**config.mk**
```make
export PLATFORM = sky130hd
export DESIGN_NAME = opb_region_decoder
export DESIGN_NICKNAME = d
export VERILOG_FILES = /design/src/rtl/opb_region_decoder.sv
export SDC_FILE = /design/constraint.sdc
export NUM_CORES = 1
export LEC_CHECK = 0
export BUFFER_PORTS_ARGS = -buffer_cell sky130_fd_sc_hd__clkbuf_2
export CELL_PAD_IN_SITES_DETAIL_PLACEMENT = 2
export CELL_PAD_IN_SITES_GLOBAL_PLACEMENT = 2
export CORE_MARGIN = 10
export CORE_UTILIZATION = 14
export CTS_BUF_LIST = sky130_fd_sc_hd__clkbuf_8
export DETAILED_ROUTE_END_ITERATION = 6
export PLACE_DENSITY = 0.85
export SLEW_MARGIN = 20
export SYNTH_ARGS = -nofsm -noshare
export SYNTH_HDL_FRONTEND = slang
export SYNTH_SLANG_ARGS = --single-unit
```
**constraint.sdc**
```tcl
create_clock -name OPB_CLK -period 3.36 [get_ports OPB_CLK]
set_clock_uncertainty 0.15 [all_clocks]
set_input_delay 0.336 -clock OPB_CLK [delete_from_list [all_inputs] [get_ports OPB_CLK]]
set_output_delay 0.336 -clock OPB_CLK [all_outputs]
set_load 0.005 [all_outputs]
```
**src/rtl/opb_region_decoder.sv**
```systemverilog
// opb_region_decoder: OPB window decoder, one-hot strobes, registered read return.
// Define DEC_ERR_CAPTURE_EN to build the first-faulting-address capture.
module opb_region_decoder #(
  parameter int NUM_REGIONS = 8,
  parameter int ADDR_W = 20,
  parameter int DATA_W = 32,
  parameter int RD_LAT = 1,
  parameter logic [NUM_REGIONS*ADDR_W-1:0] REGION_BASE = '0,
  parameter logic [NUM_REGIONS*ADDR_W-1:0] REGION_SIZE =
    (NUM_REGIONS*ADDR_W)'(64),
  parameter logic [DATA_W-1:0] DEFAULT_DATA = DATA_W'(32'hDEAD_BEEF)
) (
  input  logic                          OPB_CLK,
  input  logic                          OPB_RST_N,
  input  logic                          DEC_RE,
  input  logic                          DEC_WE,
  input  logic [31:0]                   DEC_ADDR,
  input  logic [NUM_REGIONS*DATA_W-1:0] RD_DATA_IN,
  output logic [NUM_REGIONS-1:0]        REG_RE,
  output logic [NUM_REGIONS-1:0]        REG_WE,
  output logic [DATA_W-1:0]             DEC_DO,
  output logic                          DEC_ACK,
  output logic                          DEC_ERR,
  output logic                          DEC_BUSY,
  output logic [ADDR_W-1:0]             ERR_ADDR,
  output logic                          ERR_VALID,
  input  logic                          ERR_CLR
);

  localparam int IDX_W = (NUM_REGIONS > 1) ? $clog2(NUM_REGIONS) : 1;

  typedef enum logic {IDLE, RD_WAIT} state_t;

  state_t state_q, state_d;

  logic [ADDR_W-1:0] addr;
  logic [ADDR_W:0]   win_lo, win_sz, win_hi;
  logic              hit;
  logic [IDX_W-1:0]  hit_idx;
  logic [NUM_REGIONS-1:0] onehot;

  logic rd_go, wr_go, bad_go, done;
  logic err_d;

  logic [IDX_W-1:0]  rd_idx_q;
  logic              rd_hit_q;
  logic [3:0]        lat_q;
  logic [IDX_W-1:0]  sel_idx;
  logic              sel_hit;
  logic [DATA_W-1:0] rd_sel;

  logic unused_addr;

  assign addr = DEC_ADDR[ADDR_W-1:0];
  assign unused_addr = ^DEC_ADDR[31:ADDR_W];

  // Window match, scanned high to low so the lowest index wins.
  always_comb begin
    hit = 1'b0;
    hit_idx = '0;
    win_lo = '0;
    win_sz = '0;
    win_hi = '0;
    for (int i = NUM_REGIONS - 1; i >= 0; i--) begin
      win_lo = {1'b0, REGION_BASE[i*ADDR_W +: ADDR_W]};
      win_sz = {1'b0, REGION_SIZE[i*ADDR_W +: ADDR_W]};
      win_hi = win_lo + win_sz;
      if (win_sz != '0 && {1'b0, addr} >= win_lo &&
          {1'b0, addr} < win_hi) begin
        hit = 1'b1;
        hit_idx = IDX_W'(i);
      end
    end
  end

  assign onehot = hit ? (NUM_REGIONS'(1) << hit_idx) : '0;

  assign rd_go  = (state_q == IDLE) & DEC_RE & ~DEC_WE;
  assign wr_go  = (state_q == IDLE) & DEC_WE & ~DEC_RE;
  assign bad_go = (state_q == IDLE) & DEC_RE & DEC_WE;

  assign REG_RE = rd_go ? onehot : '0;
  assign REG_WE = wr_go ? onehot : '0;

  assign sel_idx = (state_q == IDLE) ? hit_idx : rd_idx_q;
  assign sel_hit = (state_q == IDLE) ? hit : rd_hit_q;

  // Read data mux for the region being completed.
  always_comb begin
    rd_sel = '0;
    for (int i = 0; i < NUM_REGIONS; i++) begin
      if (sel_idx == IDX_W'(i)) rd_sel = RD_DATA_IN[i*DATA_W +: DATA_W];
    end
  end

  // Next state and completion; single-cycle reads never leave IDLE.
  always_comb begin
    state_d = state_q;
    done = 1'b0;
    unique case (state_q)
      IDLE: begin
        if (rd_go) begin
          if (RD_LAT > 1) state_d = RD_WAIT;
          else done = 1'b1;
        end
      end
      RD_WAIT: begin
        if (lat_q == 4'd1) begin
          state_d = IDLE;
          done = 1'b1;
        end
      end
    endcase
  end

  assign err_d = (done & ~sel_hit) | (wr_go & ~hit) | bad_go;

  // State register.
  always_ff @(posedge OPB_CLK or negedge OPB_RST_N) begin
    if (!OPB_RST_N) state_q <= IDLE;
    else state_q <= state_d;
  end

  // Handshake outputs, latched read context and read data return.
  always_ff @(posedge OPB_CLK or negedge OPB_RST_N) begin
    if (!OPB_RST_N) begin
      DEC_ACK  <= 1'b0;
      DEC_ERR  <= 1'b0;
      DEC_BUSY <= 1'b0;
      DEC_DO   <= '0;
      rd_idx_q <= '0;
      rd_hit_q <= 1'b0;
      lat_q    <= '0;
    end else begin
      DEC_ACK  <= done | wr_go | bad_go;
      DEC_ERR  <= err_d;
      DEC_BUSY <= (state_d == RD_WAIT);
      if (rd_go) begin
        rd_idx_q <= hit_idx;
        rd_hit_q <= hit;
        lat_q    <= 4'(RD_LAT - 1);
      end else if (state_q == RD_WAIT) begin
        lat_q <= lat_q - 4'd1;
      end
      if (done) DEC_DO <= sel_hit ? rd_sel : DEFAULT_DATA;
    end
  end

`ifdef DEC_ERR_CAPTURE_EN
  logic [ADDR_W-1:0] rd_addr_q;
  logic [ADDR_W-1:0] fault_addr;

  assign fault_addr = (state_q == RD_WAIT) ? rd_addr_q : addr;

  // First-error capture; a coincident new error beats a clear.
  always_ff @(posedge OPB_CLK or negedge OPB_RST_N) begin
    if (!OPB_RST_N) begin
      rd_addr_q <= '0;
      ERR_ADDR  <= '0;
      ERR_VALID <= 1'b0;
    end else begin
      if (rd_go) rd_addr_q <= addr;
      if (err_d && (!ERR_VALID || ERR_CLR)) begin
        ERR_ADDR  <= fault_addr;
        ERR_VALID <= 1'b1;
      end else if (ERR_CLR) begin
        ERR_VALID <= 1'b0;
      end
    end
  end
`else
  logic unused_clr;

  assign unused_clr = ERR_CLR;
  assign ERR_ADDR = '0;
  assign ERR_VALID = 1'b0;
`endif

endmodule
```
# [Word level (Yosys, flattened, before mapping)]
# Cells that the tools add are included.
[totals] latchBits=0 out_inout_bits=72 n_memories=0 reg_bits=40 mem_bits_ro=0 in_bits=293 mem_bits_rw=0 word_cells=39
[classes] mul=0 magnitude_cmp=1 add_sub_neg=1 n_eq_ne=1 shifts=0 n_div=0 bitwise=16 n_reduce_logical=1 muxes=13
[op_table] cell="$mux 32" count=1
[op_table] cell="$lt 20x7->1 const B" count=1
[op_table] cell="$mux 1" count=9
[op_table] cell="$mux 4" count=2
[op_table] cell="$and 1x1->1" count=7
[op_table] cell="$not 1->1" count=5
[op_table] cell="$eq 4x1->1 const B" count=1
[op_table] cell="$or 1x1->1" count=4
[op_table] cell="$sub 4x1->4 const B" count=1
[op_table] cell="$pmux 1 s2" count=1
[op_table] cell="$reduce_bool 2->1" count=1

# [Logic depth before layout (Yosys ltp)]
# Gate-level depths: netlist (run 1).
[logic_depth] depth_word=8 mapped_depth=7 ltp_nobuf=5

# [Least setup slack after synthesis (run 1)]
# OpenSTA, ideal clock, no wires.
[synth_path] path_type="register to output" startpoint="reg DEC_BUSY (netlist name)" endpoint="out REG_RE[0]" arrival_time_ns=1.321 stages_incl_launch_ff=6 path_slack_ns=1.553 n_path_buf=2 t_required_ns=2.874 path_cell_list="dfrtp_1 -> buf_6 -> nor3b_2 -> buf_2 -> nand4_1 -> nor3_1"
[synth_rtl] item="end, declared" line="19" text="output logic [NUM_REGIONS-1:0] REG_RE,"

# [Worst setup path in the final report (run 1)]
[layout_path] startpoint="in DEC_ADDR[8]" endpoint="out REG_WE[0]"
[layout_via] elab_chain_cells=4
[layout_lines] item="start, declared" line="17" text="input logic [31:0] DEC_ADDR,"
[layout_lines] item="$lt 20x7->1" line="69" text="{1'b0, addr} < win_hi) begin"
[layout_lines] item="$mux 1" line="68" text="if (win_sz != '0 && {1'b0, addr} >= win_lo &&"
[layout_lines] item="$mux 1" line="76" text="assign onehot = hit ? (NUM_REGIONS'(1) << hit_idx) : '0;"
[layout_lines] item="$mux 1" line="83" text="assign REG_WE = wr_go ? onehot : '0;"
[layout_lines] item="end, declared" line="20" text="output logic [NUM_REGIONS-1:0] REG_WE,"
# Every way passes these cells.

==> results of run 1 <==
==> state kept, by name (all words and copies together), names as in the netlist <==
| signal | flops |
|---|---|
| DEC_DO | 32 |
| lat_q | 4 |
| DEC_ACK | 1 |
| DEC_BUSY | 1 |
| DEC_ERR | 1 |
| rd_hit_q | 1 |
==> layout make-up <==
class | count | area (sq um)
clock buffers | 5 | 68.82
clock inverters | 2 | 12.51
fillers | 1953 | 13680
inverters | 3 | 11.26
multi-input cells | 178 | 1110
flip-flops and latches | 40 | 1001
well taps | 220 | 275.3
repair buffers | 92 | 480.5
==> per-stage QoR <==
step,total power (W),std cells,utilization (%)
2_1_floorplan,0.0006407,277,-
3_5_place_dp,0.0007076,532,17.19
6_report,0.001029,540,17.78
5_1_grt,0.001092,540,17.78
3_3_place_gp,0.0006965,532,17.19
4_1_cts,0.001053,539,17.68
==> worst min-delay path, stage by stage <==
cell	delay, ns
clkbuf_2	0.08
a21oi_1	0.04
o22ai_2	0.07
==> placed cells by master, fill, tap and decap left out, types with 2 or more instances in the layout <==
cell type / n
clkbuf_2: 85
dfrtp_1: 40
conb_1: 35
nor3_1: 28
a21oi_1: 24
o22ai_2: 20
nand3_1: 20
o21ai_0: 12
o211ai_1: 8
buf_4: 6
o22ai_1: 5
clkbuf_8: 5
inv_1: 3
nor4_1: 3
nand4_1: 3
nand2_1: 3
nor2_1: 3
and4_1: 2
ha_1: 2
==> routing by layer <==
layer | global-route usage [%] | routed length [um] | up-vias
met5 | 0 | 0 | -
met4 | 1.166 | 36 | 0
met3 | 3.121 | 695 | 6
met2 | 15.70 | 5244 | 70
met1 | 8.761 | 3807 | 1089
li1 | - | - | 968
==> cells by family after synthesis <==
kind of cell,count (synthesis)
buffers and inverters,59
flip-flops,40
adder cells (fa/ha/maj),2
other,1
AO/OA/AOI/OAI,70
XOR/XNOR,1
AND/OR/NAND/NOR,70
==> final timing paths <==
| path | startpoint | to |
|---|---|---|
| max in group asynchronous | OPB_RST_N | DEC_DO[2] |
| max | DEC_ADDR[8] | REG_WE[0] |
| max reg2reg | lat_q[1] | DEC_DO[15] |
| min in group asynchronous | OPB_RST_N | DEC_DO[29] |
| min reg2reg | rd_hit_q | rd_hit_q |
| min | RD_DATA_IN[2] | DEC_DO[2] |
==> where the power goes <==
| part | switching (W) | internal (W) | leakage (nW) |
|---|---|---|---|
| logic | 0.0000997 | 0.0000738 | 0.790 |
| registers | 0.0000157 | 0.000507 | 0.455 |
| clock network | 0.000192 | 0.000141 | 0.0400 |
==> repair_timing <==
item | CTS | global route
resized for setup | 0 | 0
endpoints found under the hold margin | 0 | 40
hold buffers | 0 | 1
==> results by group, run 1 <==
Yosys
  • XOR/XNOR Fraction of Synth Area: 0.3684%
  • Top-count cell post-synth: dfrtp_1
  • Number of synthesized flops with an enable pin: 0
  • Adder-cell share of the synthesized area: 1.053%
  • Multiplexer share of the synthesized area: 0%
  • Sequential share of the synthesized area: 42.11%
  • Compound-Gate Fraction of Synth Area: 22.58%
  • Async SR Flop Fraction: 100.0%
  • Post-synthesis simple-gate area fraction: 16.47%
  • List of most frequent post-synthesis cells: dfrtp_1, buf_4, nor3_1
  • Synthesized instance count: 243
  • #FFs+latches synth: 40
  • Main combinational cell family by area after synthesis: compound AO/OA/AOI/OAI gates
  • Avg Cell Area, Syn: 9.783 sq um
  • Yosys top cell by area: dfrtp_1
  • Netlist Area Pre-Place: 2377 sq um
  • Synth top area share: 42.11%
  • Synth warnings: 0
  • Dominant synthesized flop cell: dfrtp_1
  • Top cells by area, synth: dfrtp_1, buf_4, o22ai_2, nor3_1, a21oi_1
  • Synth cell types: 31

Die
  • Initial Utilization: 14.28%
  • Core Area: 16640 sq um
  • Die Span Y: 150.3 um
  • Row count: 47
  • # IOs: 365
  • Die area: 22590 sq um
  • Die Wd: 150.3 um

STA
  • Setup WS post-layout: 1.047 ns
  • Min Hold Slack: 0.1173 ns
  • Min Clock Period, post-route: 2.313 ns
  • Unrepaired setup endpoints after global routing: no
  • Final Max Slew Viols: 0
  • Post-route clock period utilization: 68.84%
  • Setup TNS: 0 ns
  • Final setup viols: 0
  • Relative slew slack: 42.71%
  • Final Hold Fails: 0
  • Worst-Margin Slew: 0.8515 ns
  • Fmax: 432.4 MHz

Global route
  • First-pass GRT wire length: 14.63 mm
  • Largest net degree at the start of global routing: 41
  • GRT Total Usage: 8.334%
  • Initial antenna violation count: 0
  • GR Overflow Total: 0
  • Vias in the first global route: 2530

Power
  • Peak supply drop: 0.0001216 V
  • Power per cell area: 347.8 nW/um^2
  • Leak: 1.285 nW

Clock network
  • Worst skew pair latency: 0.30 ns
  • Number of H-tree levels: 2
  • TritonCTS Sinks: 40
  • TritonCTS clock tree: done
  • Post-CTS setup buffers: 0
  • Num CTS Buffers: 5
  • Deepest clock path buffer count: 2
  • Clock Pin Slew Worst Setup and Hold Paths: 0.08 ns
  • Root Buffer Master: clkbuf_8

Setup path
  • CP bufs+invs: 2
  • Critical Path Stages: 5
  • Cell breakdown of the critical path: clkbuf_2 > nor4_1 > nand4_1 > nor3_1 > clkbuf_2
  • Worst reg2reg setup slack: 1.13 ns
  • CP Capture Type: output port
  • Crit Path Category: in -> out
  • Slowest CP cell: nor4_1
  • Worst stage delay on the critical path: 0.74 ns
  • Arrival @ worst endpoint: 1.83 ns
  • Worst R2R Path Depth: 6
  • Most common cell on crit path: clkbuf_2
  • Worst-path fanout max: 5
  • Worst EP required: 2.87 ns
  • CP delay by family, top: simple AND/OR/NAND/NOR gates
  • Critical Path Source Type: primary input

Run status
  • Status: complete, no violations

Placement
  • Routability cong.: 0.6811
  • DP Area: 2860 sq um
  • HPWL Detailed: 7.459 mm
  • I/O Buffers: 86
  • Post-Place Setup Slack: 1.005 ns

Cells and area
  • Diodes inserted: 0
  • Post-route cell area: 2959 sq um
  • Fin nets: 615
  • Syn-to-layout area delta: 24.47%
  • Layout cell share with drive strength beyond 1: 38.13%

Detailed routing
  • DRT antenna net count: 0
  • DRC Markers: 0
  • Avg WL per Cell: 18.12 um
  • DRT Wirelength: 9.783 mm
  • Initial DRT Pass Iterations: 4
  • Vias: 2133
  • Via-per-instance ratio: 3.950
  • Iteration-0 DRC count of the detailed router: 61

Min path
  • Worst Hold Class: in -> reg
  • Hold Crit Depth: 3

Run
  • Max Cap Viol: 0
No activity file was read; power rests on OpenSTA's default activity.
==> inputs of run 2 (changes only) <==
ABC_AREA = 1   (was not set)
CORE_UTILIZATION = 11   (was 14)
PLACE_DENSITY = 0.77   (was 0.85)
clock period = 2.4 ns   (was 3.36 ns; I/O delays follow)
==> results by group, run 2 <==
Clock network
  • # hold bufs at CTS: 1 (+1)
  • Deepest clock path buffer count: 2 (unchanged)
  • Cts repair resizes: 0 (unchanged)
  • TritonCTS Sinks: 40 (unchanged)
  • Num CTS Buffers: 5 (unchanged)
  • Worst skew pair latency: 0.29 ns (about the same)
  • Post-CTS setup buffers: 0 (unchanged)
  • TritonCTS clock tree: done
  • Number of H-tree levels: 2 (unchanged)
  • Root Buffer Master: clkbuf_8
  • Clock Pin Slew Worst Setup and Hold Paths: 0.09 ns (about the same)

Cells and area
  • Max reg flops: 32 (unchanged)
  • Fin cells: 618 (+14%)
  • Final core occ: 14.76% (-3.0 points)
  • Fin nets: 647 (+5.2%)
  • Layout cell share with drive strength beyond 1: 29.75% (-8.4 points)
  • Diodes inserted: 0 (unchanged)
  • Biggest regs: DEC_DO x32, lat_q x4
  • Syn-to-layout area delta: 32.69%
  • # fillers: 2316 (+19%)
  • Most common cell after layout, fill and taps aside: clkbuf_2
  • Top reg by flops: DEC_DO
  • Most frequent cells in the layout: clkbuf_2, nand2_1, dfrtp_1

Setup path
  • Slowest CP cell: dfrtp_1
  • Worst EP required: 2.43 ns (-0.44 ns)
  • Most common cell on crit path: nand2_1
  • CP delay by family, top: simple AND/OR/NAND/NOR gates
  • CP bufs+invs: 2 (unchanged)
  • CP Capture Type: flip-flop
  • Crit Path Category: reg -> reg
  • Worst-path fanout max: 38 (+33)
  • Critical Path Source Type: flip-flop
  • Arrival @ worst endpoint: 1.95 ns (+0.12 ns)
  • Worst stage delay on the critical path: 0.39 ns (-0.35 ns)
  • Cell breakdown of the critical path: inv_1 > ha_1 > nand3_2 > nand2_4 > buf_12 > nand2_1 > o21ai_0 > nand2_1

Placement
  • Cell Count Post-Placement: 609 (+14%)
  • Routability cong.: 0.6787 (-0.35%)
  • I/O Buffers: 86 (unchanged)
  • HPWL Detailed: 6.218 mm (-17%)

STA
  • Final setup viols: 0 (unchanged)
  • Worst-Margin Slew: 0.5707 ns (-0.2808 ns)
  • Min Clock Period, post-route: 1.919 ns
  • Unrepaired setup endpoints after global routing: no
  • Fmax: 521.0 MHz
  • Final Max Slew Viols: 0 (unchanged)
  • Relative slew slack: 61.95% (+19 points)
  • Setup TNS: 0 ns (unchanged)
  • Post-route clock period utilization: 79.97%
  • Final Hold Fails: 0 (unchanged)

Yosys
  • Top cells by area, synth: dfrtp_1, nand2_1, buf_4, inv_1, o21ai_0
  • Async SR Flop Fraction: 100.0% (unchanged)
  • Number of synthesized flops with an enable pin: 0 (unchanged)
  • List of most frequent post-synthesis cells: nand2_1, dfrtp_1, buf_4
  • Synthesized instance count: 265 (+9.1%)
  • Sequential share of the synthesized area: 46.54% (+4.4 points)
  • Synth top area share: 46.54% (+4.4 points)
  • Synth cell types: 24 (-23%)
  • #FFs+latches synth: 40 (unchanged)
  • Top-count cell post-synth: nand2_1
  • Avg Cell Area, Syn: 8.116 sq um (-17%)
  • Yosys top cell by area: dfrtp_1
  • Netlist Area Pre-Place: 2151 sq um (-9.5%)
  • Synth warnings: 0 (unchanged)
  • Dominant synthesized flop cell: dfrtp_1

Global route
  • Initial antenna violation count: 0 (unchanged)
  • GR Overflow Total: 0 (unchanged)
  • GRT Total Usage: 6.060% (-2.3 points)
  • Vias in the first global route: 2104 (-17%)
  • First-pass GRT wire length: 12.29 mm (-16%)
  • Largest net degree at the start of global routing: 41 (unchanged)

Die
  • Die Span Y: 159.8 um (+6.3%)
  • Initial Utilization: 11.12% (-3.2 points)
  • Core Area: 19330 sq um (+16%)
  • Row count: 51 (+8.5%)
  • Die Wd: 159.8 um (+6.3%)
  • Die area: 25550 sq um (+13%)
  • # IOs: 365 (unchanged)

Detailed routing
  • Initial DRT Pass Iterations: 3 (-1)
  • Via-per-instance ratio: 3.089 (-22%)
  • DRT antenna net count: 0 (unchanged)
  • Vias: 1909 (-11%)
  • Avg WL per Cell: 12.87 um (-29%)
  • DRT Wirelength: 7.954 mm (-19%)
  • Iteration-0 DRC count of the detailed router: 52 (-15%)
  • DRC Markers: 0 (unchanged)

Power
  • Power per cell area: 506.0 nW/um^2 (+45%)
  • Leak: 1.439 nW (+12%)
  • Peak supply drop: 0.0001742 V (+43%)
  • Final Total Pwr: 0.001444 W (+40%)

Run
  • Max Cap Viol: 0 (unchanged)

Min path
  • Worst Hold Class: in -> reg

Run status
  • Status: complete, no violations
## run 2: changes by cell type after synthesis, sizes merged, moves of 15 or more
cell,previous run,this run
inv,3,30
o22ai,25,1
nand2,3,77
o21ai,12,27
nor3,28,1
a21oi,24,1
## run 2: power by group
group	internal [W]	total (W)	switching [W]
Combinational	0.0000906	0.000219	0.000129
Sequential	0.000711	0.000729	0.0000184
Clock	0.000230	0.000496	0.000266
Total	0.00103	0.00144	0.000413
## run 2: path summary, 6_finish.rpt
path                           startpoint    endpoint  slack (ns)  cells after the start
min in group asynchronous       OPB_RST_N   DEC_DO[6]        0.42                      3
hold reg to reg                DEC_DO[17]  DEC_DO[17]        0.35                      2
max in group asynchronous       OPB_RST_N    lat_q[3]        1.27                      3
setup / recovery                 lat_q[1]  DEC_DO[10]        0.48                      8
setup reg to reg                 lat_q[1]  DEC_DO[10]        0.48                      8
hold / removal             RD_DATA_IN[18]  DEC_DO[18]        0.08                      5
## run 2: worst register-to-register path, cell delays in order (launching register included)
cell and delay (ns):
dfrtp_1 0.39, inv_1 0.11, ha_1 0.19, nand3_2 0.24, nand2_4 0.27, buf_12 0.22, nand2_1 0.08, o21ai_0 0.08
nand2_1 0.07
## run 2: area by class of cell
type	count	area (sq um)	share of cell area (%)
Inverter	30	112.6	3.946
Timing Repair Buffer	90	475.5	16.66
Tap cell	265	331.6	11.62
Clock buffer	6	82.58	2.893
Sequential cell	40	1001	35.07
Clock inverter	2	10.01	0.3507
Multi-Input combinational cell	185	840.8	29.46
## run 2: cell families (layout without fill, tap and decap cells)
group	after synthesis	count (layout)	share of synthesized area [%]
and+or+nand+nor	110	110	21.87
buffers and inverters	74	128	20.30
AOI/OAI and AO/OA	38	38	9.948
other	1	35	0.1744
adders and majority gates	2	2	1.163
DFF	40	40	46.54
## run 2: per-layer routing
layer | wire length, um | track usage (%) | vias up
met4 | 33 | 0.7513 | 0
met2 | 3860 | 10.14 | 69
met5 | 0 | 0 | -
met3 | 483 | 2.339 | 4
met1 | 3576 | 7.400 | 917
li1 | - | - | 919
## run 2: per-stage QoR
stage	hold WS [ns]	instance area, sq um	setup slack [ns]
after floorplan	-0.2056	2278	0.8659
after global placement	0.2199	2751	0.5302
after detailed placement	0.2223	2751	0.4747
after CTS	0.06741	2854	0.4645
after global routing	0.09824	2854	0.2892
final	0.08042	2854	0.4806
